## src/rtl/switch_glyph_selector.sv

```systemverilog
// Slide-switch glyph selector: synchronizes and debounces a switch bank, then
// commits the settled value as a glyph code and its font-memory offset,
// optionally deferred to the next vertical-blanking strobe so the displayed
// glyph never changes mid-frame.
//
// state    | meaning
// ---------+-------------------------------------------------------------
// IDLE     | switches match the committed code, nothing in flight
// SETTLING | counting consecutive equal samples of a candidate value
// PENDING  | candidate debounced, waiting for frame_sync to commit it
module switch_glyph_selector #(
  parameter int unsigned SW_WIDTH        = 4,
  parameter int unsigned OFFSET_WIDTH    = 13,
  parameter int unsigned GLYPH_LOG2      = 9,
  parameter int unsigned BASE_OFFSET     = 0,
  parameter int unsigned DEBOUNCE_CYCLES = 500000,
  parameter bit          FRAME_SYNC_EN   = 1'b1
) (
  input  logic                    clk_50MHz,
  input  logic                    reset_n,
  input  logic [SW_WIDTH-1:0]     switch_bus,
  input  logic                    frame_sync,
  output logic [OFFSET_WIDTH-1:0] offset,
  output logic [SW_WIDTH-1:0]     code,
  output logic                    offset_update,
  output logic                    busy
);

  // cnt only ever climbs to DEBOUNCE_CYCLES-1 before completion, so this
  // width can never wrap.
  localparam int unsigned CNT_W = (DEBOUNCE_CYCLES > 1) ? $clog2(DEBOUNCE_CYCLES + 1) : 1;
  localparam logic [CNT_W-1:0] CNT_LAST = CNT_W'(DEBOUNCE_CYCLES - 1);
  localparam logic [CNT_W-1:0] CNT_ONE  = CNT_W'(1);
  // Wide enough that base + code * stride is formed without truncation
  // before the final modulo.
  localparam int unsigned FULL_W = OFFSET_WIDTH + SW_WIDTH + GLYPH_LOG2 + 32;
  localparam logic [OFFSET_WIDTH-1:0] RST_OFFSET = OFFSET_WIDTH'(BASE_OFFSET);

  typedef enum logic [1:0] {
    IDLE     = 2'd0,
    SETTLING = 2'd1,
    PENDING  = 2'd2
  } state_t;

  state_t              state;
  logic [SW_WIDTH-1:0] sw_meta;
  logic [SW_WIDTH-1:0] sw_sync;
  logic [SW_WIDTH-1:0] cand;
  logic [CNT_W-1:0]    cnt;

  function automatic logic [OFFSET_WIDTH-1:0] glyph_offset(input logic [SW_WIDTH-1:0] v);
    return OFFSET_WIDTH'(FULL_W'(BASE_OFFSET) + (FULL_W'(v) << GLYPH_LOG2));
  endfunction

  // Two-flop synchronizer; the only place switch_bus is sampled.
  always_ff @(posedge clk_50MHz or negedge reset_n) begin
    if (!reset_n) begin
      sw_meta <= '0;
      sw_sync <= '0;
    end else begin
      sw_meta <= switch_bus;
      sw_sync <= sw_meta;
    end
  end

  // Debounce / commit FSM with registered outputs.
  always_ff @(posedge clk_50MHz or negedge reset_n) begin
    if (!reset_n) begin
      state         <= IDLE;
      cand          <= '0;
      cnt           <= '0;
      code          <= '0;
      offset        <= RST_OFFSET;
      offset_update <= 1'b0;
      busy          <= 1'b0;
    end else begin
      offset_update <= 1'b0;
      unique case (state)
        IDLE: begin
          if (sw_sync != code) begin
            cand <= sw_sync;
            cnt  <= CNT_ONE;
            if (DEBOUNCE_CYCLES <= 1) begin
              // The entry sample alone completes the debounce.
              if (FRAME_SYNC_EN) begin
                state <= PENDING;
                busy  <= 1'b1;
              end else begin
                code          <= sw_sync;
                offset        <= glyph_offset(sw_sync);
                offset_update <= 1'b1;
                state         <= IDLE;
                busy          <= 1'b0;
              end
            end else begin
              state <= SETTLING;
              busy  <= 1'b1;
            end
          end
        end
        SETTLING: begin
          if (sw_sync != cand) begin
            cand <= sw_sync;
            cnt  <= CNT_ONE;
          end else if (cnt >= CNT_LAST) begin
            if (cand == code) begin
              // Input bounced back to the committed value.
              state <= IDLE;
              busy  <= 1'b0;
            end else if (FRAME_SYNC_EN) begin
              state <= PENDING;
            end else begin
              code          <= cand;
              offset        <= glyph_offset(cand);
              offset_update <= 1'b1;
              state         <= IDLE;
              busy          <= 1'b0;
            end
          end else begin
            cnt <= cnt + CNT_ONE;
          end
        end
        PENDING: begin
          // A strobe wins over a simultaneous switch change; the change is
          // picked up again from IDLE.
          if (frame_sync) begin
            code          <= cand;
            offset        <= glyph_offset(cand);
            offset_update <= 1'b1;
            state         <= IDLE;
            busy          <= 1'b0;
          end else if (sw_sync != cand) begin
            cand  <= sw_sync;
            cnt   <= CNT_ONE;
            state <= SETTLING;
          end
        end
        default: begin
          state <= IDLE;
          busy  <= 1'b0;
        end
      endcase
    end
  end

endmodule

```

## config.mk

```make
export PLATFORM = sky130hd
export DESIGN_NAME = switch_glyph_selector
export DESIGN_NICKNAME = d
export VERILOG_FILES = /design/src/rtl/switch_glyph_selector.sv
export SDC_FILE = /design/constraint.sdc
export NUM_CORES = 1
export LEC_CHECK = 0
export ABC_AREA = 1
export CAP_MARGIN = 20
export CORE_MARGIN = 2
export CORE_UTILIZATION = 52
export DETAILED_ROUTE_END_ITERATION = 16
export PLACE_DENSITY = 0.74
export SLEW_MARGIN = 20
export SYNTH_ARGS = -nofsm -noshare
export SYNTH_HDL_FRONTEND = slang
export SYNTH_SLANG_ARGS = --single-unit
```

## constraint.sdc

```tcl
create_clock -name clk_50MHz -period 4.3 [get_ports clk_50MHz]
set_clock_uncertainty 0.15 [all_clocks]
set_input_delay 0.43 -clock clk_50MHz [delete_from_list [all_inputs] [get_ports clk_50MHz]]
set_output_delay 0.43 -clock clk_50MHz [all_outputs]
set_load 0.005 [all_outputs]
```

# Word-level counts from Yosys, hierarchy flattened

Cells that the tools add are included.

Register bits: 39
Input port bits: 7
Output and inout port bits: 19
Logic and storage cells: 56

Add/sub/neg operators: 1
Order comparisons: 1
Equal/unequal tests: 14
Muxes and demuxes: 25
Reductions and logical operators: 7

Operator list:

| operator              | count |
|---|---|
| $mux 19               | 5 |
| $pmux 19 s3           | 1 |
| $add 19x1->19 const B | 1 |
| $ge 19x19->1 const B  | 1 |
| $ne 2x2->1 const B    | 7 |
| $mux 2                | 6 |
| $mux 4                | 3 |
| $pmux 4 s3            | 1 |
| $reduce_and 5->1      | 2 |
| $ne 4x4->1            | 2 |
| $mux 1                | 7 |
| $ne 3x3->1 const B    | 2 |
| $pmux 2 s3            | 1 |
| $eq 4x4->1            | 1 |
| $reduce_and 4->1      | 1 |
| $pmux 1 s3            | 1 |
| $reduce_and 3->1      | 1 |
| $reduce_bool 3->1     | 1 |
| $eq 2x1->1 const B    | 1 |
| $eq 2x2->1 const B    | 1 |
| $logic_not 2->1       | 1 |
| $reduce_and 2->1      | 1 |

# Depth between registers and ports, before layout

Depth after elaboration: 5
Depth in mapped cells: 13
Mapped depth without buffers: 11

# Worst setup path after synthesis

No wires, ideal clock.

Kind: flip-flop to flip-flop
Start: register state[1]
End: register cnt[4]
Setup time: 0.121 ns
Arrival time: 1.575 ns
Data required time: 4.029 ns
Path slack: 2.454 ns
Cell stages (with the launch flop): 11
Path buffers: 3
Period minus slack after synthesis: 1.846 ns
Cell sequence: dfrtp_1 > inv_1 > ha_1 > clkbuf_1 > inv_1 > nor2_4 > nand2_1 > nand2_2 > buf_6 > buf_8 > o21ai_1

Longest elaborated chain between the ends: 3
Elaborated cells between the ends (all ways): 10
Classes of those cells: 6 x eq/ne; 1 x mux; 3 x reduce/logical

Ends and longest elaborated chain:

| element                                             | RTL line | source |
|---|---|---|
| start: declaration                                  | 45       | `state_t state;` |
| start signal: assignment                            | 69       | `state <= IDLE;` |
| start signal: assignment                            | 86       | `state <= PENDING;` |
| start signal: assignment                            | 92       | `state <= IDLE;` |
| $eq 2x1->1 (tied with other cells)                  | 78       | `unique case (state)` |
| $ne 3x3->1 (no source line) (tied with other cells) | n/a      |  |
| $reduce_and 5->1 (no source line)                   | n/a      |  |
| end signal: assignment                              | 120      | `cnt <= cnt + CNT_ONE;` |
| end: declaration                                    | 49       | `logic [CNT_W-1:0] cnt;` |

Parallel ways exist; a longest one is shown, timed or not.
A chain may end at the register's enable or synchronous reset.

# Final worst setup path

Start: register cnt[0]
End: register cnt[9]

Longest elaborated chain between the ends: 4
Elaborated cells between the ends (all ways): 7
Classes of those cells: 1 x add/sub; 1 x order compare; 1 x eq/ne; 3 x mux; 1 x reduce/logical

Ends and longest elaborated chain:

| element       | RTL line | source |
|---|---|---|
| $add 19x1->19 | 120      |  |
| $mux 19       | 105      | `end else if (cnt >= CNT_LAST) begin` |
| $mux 19       | 102      | `if (sw_sync != cand) begin` |
| $pmux 19 s3   | 78       |  |

Parallel ways exist; a longest one is shown, timed or not. The select of a mux whose other input is x is not followed.

==> out/results.ini <==
[run_status]
outcome = completed

[critical_path]
crit_family = simple AND/OR/NAND/NOR gates
start_kind = flop
slowest_stage = nand2_2
slowest_delay_ns = 0.54
r2r_setup_slack_ns = 1.84
cp.arrival_ns = 2.45
r2r-start = cnt[0]
crit_fanout = 38
endpoint_kind = flop
worstReg2RegEnd = cnt[9]
crit_chain = ha_1, nand2_1, nor2_1, nand2_1, nor2_1, nand2_1, nand3_1, nand2_1, nand2_2, o21ai_0
cp.required_ns = 4.29
critPathKind = reg -> reg
worst_path_most_repeated_cell = nand2_1
rr_worst_depth = 10
path_buf_inv = 0

[detailed_routing]
vias_per_cell = 5.208
wl_met2_um = 2189
wl_met3_um = 197
wirelength_met1_um = 2525
wire_per_inst_um = 12.05
ant_nets = 0
drtIter0Drc = 116
top_layer_used = met4
route.detailed.drc = 0
drtPass1Iterations = 4
routed_wl_um = 4978
num_vias = 2151

[sta]
grt_setup_unrepaired = false
setup_violations = 0
finalWorstPathRequiredPeriod_ns = 2.457
finalHoldViolCount = 0
finalMaxSlewViolations = 0
tns_ns = 0
fmax_ghz = 0.4069
max-slew-margin-rel_pct = 42.62
fin_crit_sh_pct = 57.15
tightest_slew_ns = 0.8608
holdWs_ns = 0.08339

[die]
rows = 25
ios = 26
core_mm2 = 0.004692
die_area_mm2 = 0.005406
start_util_pct = 53.57
die_y_um = 73.53
die-width_um = 73.53

[grt]
grt_pass1_vias = 1895
antenna_found_initial = 0
grt_overflow = 0
groute.usage.overall_pct = 20.45
grt_max_degree = 40
grt_first_pass_wirelength_um = 8549

[synthesis]
synth_cell_types = 30
synthCells = 349
synth.avg_cell_area_um2 = 7.202
ys_warn_count = 0
synth_seq_cells = 39
yosysSeqAreaShare_pct = 38.83
netlist_area_mm2 = 0.002514

[final_layout]
diodes = 0
nFillCells = 458
area_delta_synth_final_pct = 8.014
nets = 370
final_layout_size_suffix_gt1_share_pct = 9.471

[clocking]
ctsHoldBuffers = 0
cts.clk_slew.worst_paths_ns = 0.08
clock-root-buffer = clkbuf_8
cts_sinks = 39
ctsResizeCount = 0
cts_tree = done
ctsHtreeMaxLevel = 2
cts_buffer_depth = 2
cts_setup_buffers = 0
cts_buffers = 5
clk_latency_ns = 0.30

[placed_design]
gp_congestion = 0.9510
dp_hpwl_um = 3646
port_buffers = 16

[power]
vdd_ir_drop_max_mv = 0.2543
power.density_mw_per_mm2 = 508.7
power.leakage_uw = 0.001267

[run]
max-cap-violations = 0

[worst_hold_path]
hp-class = in -> async

[placed cells by master (no fill, tap or decap), drive strengths merged, types with 3 or more instances in the layout]
master         count
nor2              40
xnor2              3
ha                 5
xor2               4
clkbuf             5
dfrtp             39
nand3             17
or2                4
o21ai             32
inv               36
clkdlybuf4s50     15
nand2            116
nor3               3
nand4             20
conb               9
[cells in the mapped netlist]
library cell,number,area (um^2)
o21ai_1,1,5.000
nor3_1,3,15.01
buf_2,3,15.01
buf_4,13,97.59
o21bai_1,1,7.510
ha_1,5,62.56
nor2_2,2,12.51
clkbuf_1,3,11.26
nand4_1,20,125.1
a21oi_1,2,10.01
inv_1,33,123.9
inv_2,2,7.510
clkbuf_2,1,5.000
dfrtp_1,39,975.9
nand3b_1,2,15.01
xor2_1,4,35.03
nand2_1,111,416.7
nor2_1,37,138.9
buf_12,1,20.02
o21ai_0,21,105.1
nor2_4,1,11.26
nand3_1,17,85.08
or2_2,4,25.02
buf_6,1,11.26
and2_1,2,12.51
xnor2_1,3,26.28
o21ai_2,10,87.58
buf_8,1,15.01
nand2_2,5,31.28
conb_1,1,3.750
[layer usage]
metal  up-vias  GRT usage [%]
met5         -              0
met4         0          6.667
met3         6          4.390
met2        38          31.05
met1      1002          29.08
li1       1105              -
[how the worst max path moves through the flow]
stage               cells after the start  slack, ns  endpoint       start
floorplan                              10       2.45    cnt[4]    state[1]
global placement                        7       1.92    cnt[0]  frame_sync
detailed placement                      6       1.87    cnt[9]  frame_sync
CTS                                    10       1.88    cnt[9]      cnt[0]
global route                           10       1.59    cnt[8]      cnt[0]
finish                                 10       1.84    cnt[9]      cnt[0]
[cell families (layout without fill, tap and decap cells)]
group / after synthesis / in the layout / share of synthesized area [%]
and+or+nand+nor: 204 / 204 / 35.34
buffers and inverters: 58 / 60 / 12.19
DFF: 39 / 39 / 38.83
AOI/OAI and AO/OA: 35 / 35 / 8.561
xor gates and xnor gates: 7 / 7 / 2.439
adders and majority gates: 5 / 5 / 2.489
other: 1 / 9 / 0.1492
[cell type report]
| class | instances | area (um^2) | area share (%) |
|---|---|---|---|
| Tap cell | 54 | 67.56 | 2.488 |
| Inverter | 35 | 131.4 | 4.839 |
| Sequential cell | 39 | 975.9 | 35.94 |
| Clock inverter | 3 | 47.55 | 1.751 |
| Timing Repair Buffer | 17 | 162.7 | 5.991 |
| Multi-Input combinational cell | 260 | 1261 | 46.45 |
| Clock buffer | 5 | 68.82 | 2.535 |
[state kept, by name, indices dropped and copies added (netlist names)]
register       cells
busy               1
cand               4
cnt               19
code               4
offset_update      1
state              2
sw_meta            4
sw_sync            4
[stage by stage]
| step | setup WS (ns) | total power (uW) | instance area (um^2) | utilization (%) | instances |
|---|---|---|---|---|---|
| floorplan | 2.454 | 960.2 | 2544 | - | 357 |
| global placement | 1.923 | 1057 | 2599 | 55.39 | 405 |
| detailed placement | 1.872 | 1069 | 2599 | 55.39 | 405 |
| CTS | 1.881 | 1390 | 2715 | 57.87 | 413 |
| global route | 1.590 | 1491 | 2715 | 57.87 | 413 |
| finish | 1.843 | 1381 | 2715 | 57.87 | 413 |
[where the power goes]
| part | internal (uW) | total [uW] | switching [uW] | leakage, uW |
|---|---|---|---|---|
| Sequential | 430 | 505 | 74.5 | 0.000505 |
| Clock | 176 | 320 | 144 | 0.0000587 |
| Combinational | 218 | 556 | 339 | 0.000703 |
| Total | 824 | 1380 | 557 | 0.00127 |
Power figures use the tool's default switching activity.
